**config.mk**
```make
export PLATFORM = sky130hd
export DESIGN_NAME = div
export DESIGN_NICKNAME = d
export VERILOG_FILES = /design/src/rtl/div_pkg.sv /design/src/rtl/div_cs.sv /design/src/rtl/div.sv
export SDC_FILE = /design/constraint.sdc
export NUM_CORES = 1
export LEC_CHECK = 0
export ABC_AREA = 1
export BUFFER_PORTS_ARGS = -buffer_cell sky130_fd_sc_hd__buf_4
export CORE_UTILIZATION = 45
export DETAILED_ROUTE_END_ITERATION = 16
export PLACE_DENSITY = 0.69
export SLEW_MARGIN = 30
export SYNTH_ARGS = -nofsm -noshare
export SYNTH_HDL_FRONTEND = slang
export SYNTH_HIERARCHICAL = 1
export SYNTH_SLANG_ARGS = --single-unit
export TNS_END_PERCENT = 30
```
**constraint.sdc**
```tcl
create_clock -name clk -period 2 [get_ports clk]
set_input_delay 0.1 -clock clk [delete_from_list [all_inputs] [get_ports clk]]
set_output_delay 0.1 -clock clk [all_outputs]
set_load 0.01 [all_outputs]
```
**src/rtl/div_pkg.sv**
```systemverilog
// div_pkg: shared state encoding, default width and counter sizing for the div block.
package div_pkg;
  typedef enum logic [1:0] {IDLE, RUN, DONE} state_t;
  localparam int DIV_N = 4;
  function automatic int cntw(input int n);
    return n > 1 ? $clog2(n) : 1;
  endfunction
  localparam int DIV_CW = cntw(DIV_N);
endpackage

```
**src/rtl/div_cs.sv**
```systemverilog
// div_cs: one restoring step, subtracts the divisor from the trial remainder when it fits.
module div_cs #(parameter int N = 4) (
  input  logic [N:0]   trial,
  input  logic [N-1:0] d,
  output logic [N-1:0] rem,
  output logic         q
);
  logic [N-1:0] diff;
  // trial - d < d whenever it is taken, so the low N bits are exact
  assign diff = trial[N-1:0] - d;
  assign q = trial >= {1'b0, d};
  assign rem = q ? diff : trial[N-1:0];
endmodule

```
**src/rtl/div.sv**
```systemverilog
// div: sequential restoring divider, 2N-bit dividend by N-bit divisor, one quotient bit per clock.
// DIV_OVF_CHECK_EN adds an up-front overflow comparator that short-circuits straight to DONE.
module div import div_pkg::*; #(parameter int N = DIV_N) (
  input  logic           clk,
  input  logic           rst_n,
  input  logic           start,
  input  logic [2*N-1:0] P,
  input  logic [N-1:0]   B,
  output logic [N-1:0]   Q,
  output logic [N-1:0]   R,
  output logic           busy,
  output logic           done,
  output logic           ovf
);
  localparam int CW = cntw(N);
  state_t st;
  logic [N-1:0] rem, sr, dv, nr;
  logic [CW-1:0] cnt;
  logic q, acc, ov;
  assign acc = start && st != RUN;
  assign busy = st == RUN;
  assign done = st == DONE;
`ifdef DIV_OVF_CHECK_EN
  assign ov = P[2*N-1:N] >= B;
`else
  assign ov = 1'b0;
`endif
  div_cs #(.N(N)) u_cs (.trial({rem, sr[N-1]}), .d(dv), .rem(nr), .q(q));
  always_ff @(posedge clk or negedge rst_n)
    if (!rst_n) begin
      st <= IDLE;
      rem <= '0;
      sr <= '0;
      dv <= '0;
      cnt <= '0;
      Q <= '0;
      R <= '0;
      ovf <= 1'b0;
    end else if (acc) begin
      rem <= P[2*N-1:N];
      sr <= P[N-1:0];
      dv <= B;
      cnt <= CW'(N - 1);
      st <= ov ? DONE : RUN;
      if (ov) begin
        Q <= '1;
        R <= '0;
        ovf <= 1'b1;
      end
    end else if (st == RUN) begin
      rem <= nr;
      sr <= {sr[N-2:0], q};
      cnt <= cnt - 1'b1;
      if (cnt == '0) begin
        st <= DONE;
        Q <= {sr[N-2:0], q};
        R <= nr;
        ovf <= 1'b0;
      end
    end else if (st == DONE)
      st <= IDLE;
endmodule

```
==> Word level (Yosys, flattened, before mapping) <==
Index checks and enable logic that the tools add are counted.
{ "word_totals": {"ff_bits": 24, "latchBits": 0, "mem_bits_rw": 0, "rom_bits": 0, "word_cells": 32, "n_memories": 0} }
{ "classes": {"n_addsub": 2, "multipliers": 0, "div_mod_pow": 0, "n_lt_le_gt_ge": 1, "eq_ne": 4, "shifts": 0, "n_mux": 11, "n_bitwise": 1, "reduce_logical": 6} }
{ "op_table": {"columns": ["op", "n"], "rows": [
  ["$mux W4", 5],
  ["$mux W2", 6],
  ["$ge A5 B4 Y1", 1],
  ["$sub A4 B4 Y4", 1],
  ["$ne A3 B1 Y1 const B", 1],
  ["$reduce_and A3 Y1", 1],
  ["$reduce_bool A3 Y1", 1],
  ["$eq A2 B1 Y1 const B", 1],
  ["$eq A2 B2 Y1 const B", 1],
  ["$logic_not A2 Y1", 1],
  ["$ne A2 B1 Y1 const B", 1],
  ["$reduce_and A2 Y1", 1],
  ["$reduce_bool A2 Y1", 1],
  ["$sub A2 B1 Y2 const B", 1],
  ["$logic_and A1 B1 Y1", 1],
  ["$not A1 Y1", 1]
]} }

==> Depth between registers and ports, before layout <==
{ "depth": {"word_depth": 4, "ltp_mapped": 11, "mapped_depth_nobuf": 11} }

==> Hierarchy <==
Netlist, hierarchy kept.
{ "by_module_without_submodules": {"columns": ["mod", "instances", "cells_per_inst", "area_each_um2"], "rows": [
  ["div", 1, 121, 1053.5],
  ["div_cs", 1, 39, 254.0]
]} }

==> Worst setup path after synthesis <==
No wires, ideal clock.
{ "synth_timing": {"path_kind": "reg-to-reg", "from": "register rem[1]", "to": "register rem[2]", "arrival_time_ns": 1.335, "required_ns": 1.876, "setup_slack_ns": 0.541, "stages_incl_launch_ff": 10, "path_cell_list": "dfrtp_1 -> ha_1 -> nand2_1 -> nor2_4 -> nor2_4 -> nand2_4 -> nand2_1 -> nand2_1 -> nand2_1 -> nand3_1"} }
{ "synth_between": {"elab_chain_len": 4, "elab_cells_between_ends": 5, "classes_between": "1 x add/sub; 1 x order compare; 3 x mux"} }
{ "synth_lines": {"columns": ["element", "line", "text"], "rows": [
  ["start: declaration", "div.sv:17", "logic [N-1:0] rem, sr, dv, nr;"],
  ["start signal: assignment", "div.sv:40", "rem <= P[2*N-1:N];"],
  ["start signal: assignment", "div.sv:51", "rem <= nr;"],
  ["$ge A5 B4 Y1", "div_cs.sv:11", "assign q = trial >= {1'b0, d};"],
  ["named net q", "div.sv:19", "logic q, acc, ov;"],
  ["$mux W4", "div_cs.sv:12", "assign rem = q ? diff : trial[N-1:0];"],
  ["named net nr[2]", "div.sv:17", null],
  ["$mux W4", "div.sv:50", "end else if (st == RUN) begin"],
  ["$mux W4", "div.sv:39", "end else if (acc) begin"]
]} }
The timed path passes the listed nets, and every way through them passes these cells. The select of a mux whose other input is x is not followed.
A chain may end at the register's enable or synchronous reset.

==> Worst setup path after layout <==
{ "layout_timing": {"from": "register st[1]", "to": "register st[1]"} }
{ "layout_between": {"elab_chain_len": 4, "elab_cells_between_ends": 9, "classes_between": "4 x eq/ne; 2 x mux; 3 x reduce/logical"} }
{ "layout_lines": {"columns": ["element", "line", "text"], "rows": [
  ["start: declaration", "div.sv:16", "state_t st;"],
  ["start signal: assignment", "div.sv:44", "st <= ov ? DONE : RUN;"],
  ["$ne A2 B1 Y1", "div.sv:20", "assign acc = start && st != RUN;"],
  ["$logic_and A1 B1 Y1", "div.sv:20", null],
  ["$ne A3 B1 Y1 (no line) or $reduce_bool A3 Y1 (tied branches)", null, null],
  ["$reduce_and A2 Y1 (no line)", null, null]
]} }
Parallel ways exist; a longest one is shown, timed or not.

==> insert_results.sql <==
INSERT INTO impl_metrics (metric_group, metric, value, unit) VALUES
('timing', 'clock.fmax', '0.6135', 'GHz'),
('cts', 'cts_root_buf', 'clkbuf_4', ''),
('logic_synthesis', 'post_synth_inst_count', '160', ''),
('global_routing', 'gr-usage-met2', '30.81', '%'),
('finish', 'antenna_cells', '0', ''),
('route', 'routed_wirelength', '2.635', 'mm'),
('floorplan', 'placementRows', '19', ''),
('global_routing', 'globalRoute.totalOverflow', '0', ''),
('pwr', 'ir_worst_vdd', '1147', 'uV'),
('cts', 'clock_tree.htree_level_count', '1', ''),
('finish', 'drive_above_1_share', '20.00', '%'),
('route', 'num_vias', '1102', ''),
('timing', 'final.min_clock_period', '1.630', 'ns'),
('route', 'dr.pass1.iters', '4', ''),
('timing', 'final-setup-viol-count', '0', ''),
('worst_setup_path', 'critPathSlowestCell', 'dfrtp_1', ''),
('cts', 'cts.reportedPaths.clkPinSlew', '0.14', 'ns'),
('cts', 'cts_sinks', '24', ''),
('finish', 'syn_to_final_growth', '26.99', '%'),
('floorplan', 'die_area', '3125', 'um^2'),
('job', 'maxCapViolations', '0', ''),
('placed_design', 'postPlaceCellArea', '1498', 'um^2'),
('logic_synthesis', 'ys.warnings.count', '6', ''),
('logic_synthesis', 'avgSynthCellArea', '8.172', 'um^2'),
('global_routing', 'grtUsageMet3', '5.349', '%'),
('logic_synthesis', 'number_of_synthesized_register_bits', '24', ''),
('worst_setup_path', 'crit_top_cell', 'nand2_1', ''),
('floorplan', 'initial_core_util', '47.41', '%'),
('floorplan', 'chipWidth', '55.91', 'um'),
('pwr', 'p_leak', '0.0009074', 'uW'),
('global_routing', 'grt-busiest-layer', 'met2', ''),
('timing', 'rsz0062_at_grt', 'no', ''),
('timing', 'fin_worst_skew', '0.008876', 'ns'),
('logic_synthesis', 'postSynthNetCount', '184', ''),
('global_routing', 'largest_net_degree_at_the_start_of_global_routing', '25', ''),
('cts', 'clock_insertion_delay_worst_skew', '0.33', 'ns'),
('finish', 'final_net_count', '220', ''),
('finish', 'design_area', '1660', 'um^2'),
('worst_setup_path', 'critical_path.max_stage_delay', '0.42', 'ns'),
('worst_setup_path', 'worst_setup_path_start_kind', 'flop', ''),
('route', 'detail-route-antenna-nets', '0', ''),
('route', 'drt_iter0_markers', '68', ''),
('worst_setup_path', 'critPathCaptureType', 'flop', ''),
('cts', 'tritoncts', 'done', ''),
('timing', 'period_share', '81.50', '%'),
('route', 'avgViaCountPerCell', '4.876', ''),
('floorplan', 'num_io_pins', '26', ''),
('run_status', 'run_status', 'finished, final reports clean', ''),
('logic_synthesis', 'synth_largest_type_area_fraction', '45.93', '%'),
('logic_synthesis', 'synth.yosys.seq_area_share', '45.93', '%'),
('floorplan', 'core_area', '2758', 'um^2'),
('hold_path', 'hold_path.class', 'primary input to flop', ''),
('global_routing', 'grt_util_all_layers', '19.97', '%'),
('route', 'drcViolationCount', '0', ''),
('placed_design', 'place.port_buffers', '24', ''),
('pwr', 'power_density_over_cell_area', '1706', 'nW/um^2'),
('global_routing', 'grt_pass1_vias', '1092', ''),
('timing', 'drv_slew', '0', ''),
('worst_setup_path', 'critical_path.max_fanout', '9', ''),
('floorplan', 'die-height', '55.91', 'um'),
('global_routing', 'gr-usage-met1', '27.41', '%'),
('worst_setup_path', 'critical_path_s_top_delay_family', 'simple AND/OR/NAND/NOR gates', ''),
('logic_synthesis', 'mappedNetlistArea', '1308', 'um^2'),
('logic_synthesis', 'yosys.area.top_type', 'dfrtp_1', ''),
('worst_setup_path', 'worstPathCellList', 'inv_1 -> ha_1 -> inv_2 -> nand2_1 -> nand2_1 -> nand2_1 -> nand2_1 -> nand2_1', ''),
('timing', 'hold_viol_final', '0', ''),
('cts', 'post_cts_buffers', '0', ''),
('worst_setup_path', 'critPathBufInv', '2', ''),
('logic_synthesis', 'synth_area_leaders', 'dfrtp_1, nand2_1, ha_1, inv_1, nand3_1', ''),
('cts', 'clock_tree.buffer_depth', '2', ''),
('worst_setup_path', 'critical_path_arrival', '1.91', 'ns'),
('global_routing', 'grt_antenna_before_repair', '0', ''),
('logic_synthesis', 'synth.lib_cells_used.distinct', '23', ''),
('timing', 'finalSetupTns', '0', 'ns'),
('placed_design', 'gp_congestion', '0.7658', ''),
('cts', 'tritoncts.num_buffers', '3', ''),
('route', 'avgRoutedWirePerCell', '11.66', 'um'),
('worst_setup_path', 'cp_required', '2.28', 'ns'),
('worst_setup_path', 'path_class', 'flop to flop', ''),
('global_routing', 'wire_length_of_the_first_global_routing_pass', '4.857', 'mm'),
('placed_design', 'dp_hpwl', '1.869', 'mm');
[worst reg2reg max path, stage by stage (launching register included)]
cell	delay, ns
dfrtp_1	0.42
inv_1	0.08
ha_1	0.42
inv_2	0.15
nand2_1	0.22
nand2_1	0.10
nand2_1	0.09
nand2_1	0.06
nand2_1	0.06
[path summary, 6_finish.rpt]
kind                       startpoint      to  slack [ns]  cells past startpoint
min reg2reg                     dv[2]   dv[2]        0.49                      2
max                             st[1]   st[1]        0.37                      8
min in group asynchronous       rst_n    Q[3]        0.18                      2
max in group asynchronous       rst_n   dv[1]        1.58                      2
max reg2reg                     st[1]   st[1]        0.37                      8
min                              P[4]  rem[0]        0.02                      3
[routing by layer]
metal | share of wire [%] | vias up
met2 | 47 | 29
met1 | 48 | 514
met4 | 0.61 | 0
met3 | 4.3 | 2
met5 | 0 | -
li1 | - | 557
[placed cells by master (no fill, tap or decap), types with 2 or more instances in the layout]
| cell | count |
|---|---|
| nand3_1 | 8 |
| o21ai_0 | 5 |
| inv_2 | 2 |
| buf_4 | 24 |
| nor2_1 | 2 |
| dfrtp_1 | 24 |
| nand2_4 | 2 |
| ha_1 | 8 |
| clkbuf_4 | 3 |
| nand2_1 | 70 |
| dlygate4sd3_1 | 11 |
| inv_1 | 19 |
| nor2_4 | 3 |
| o211ai_1 | 4 |
[what timing repair did]
action	CTS	global route
hold buffers	11	0
hold endpoints to repair	34	0
resized for setup	0	0
[state kept, by name, indices dropped and copies added (netlist names)]
register and count:
sr 4, cnt 2, Q 4, st 2, rem 4, dv 4, R 4
[power by group]
group / switching (uW) / internal [uW]
clock: 158 / 203
sequential: 152 / 715
combinational: 951 / 654
total: 1260 / 1570
[stage by stage]
| stage | power [uW] | cells | setup WS (ns) | util, % | hold WS (ns) |
|---|---|---|---|---|---|
| finish | 2833 | 226 | 0.3700 | 60.21 | 0.02036 |
| global route | 3139 | 226 | 0.2099 | 60.21 | 0.03698 |
| CTS | 2858 | 226 | 0.3445 | 60.21 | 0.01219 |
| detailed placement | 2463 | 211 | 0.4035 | 54.31 | 0.01789 |
| global placement | 2428 | 211 | 0.4226 | 54.31 | 0.01386 |
| floorplan | 2076 | 160 | 0.5408 | - | -0.1956 |
[synthesized netlist by cell type (all sizes together)]
cell / instances
nand2: 73
dfrtp: 24
inv: 21
ha: 8
nand3: 8
nor2: 6
o21ai: 5
buf: 4
o211ai: 4
a21oi: 1
a22oi: 1
conb: 1
fa: 1
nand3b: 1
or2: 1
xnor2: 1
[cell families after synthesis]
kind of cell,synth area share [%]
other,0.2868
DFF,45.93
buffers and inverters,8.230
AOI/OAI and AO/OA,5.455
xor gates and xnor gates,0.6700
adders and majority gates,9.187
and+or+nand+nor,30.24
[final cells by class]
type | instances | area [um^2]
Tap cell | 31 | 38.79
Clock inverter | 1 | 30.03
Fill cell | 242 | 1097
Clock buffer | 3 | 22.52
Inverter | 21 | 78.83
Sequential cell | 24 | 600.6
Multi-Input combinational cell | 111 | 599.3
Timing Repair Buffer | 35 | 290.3
(Power assumes the default switching activity.)
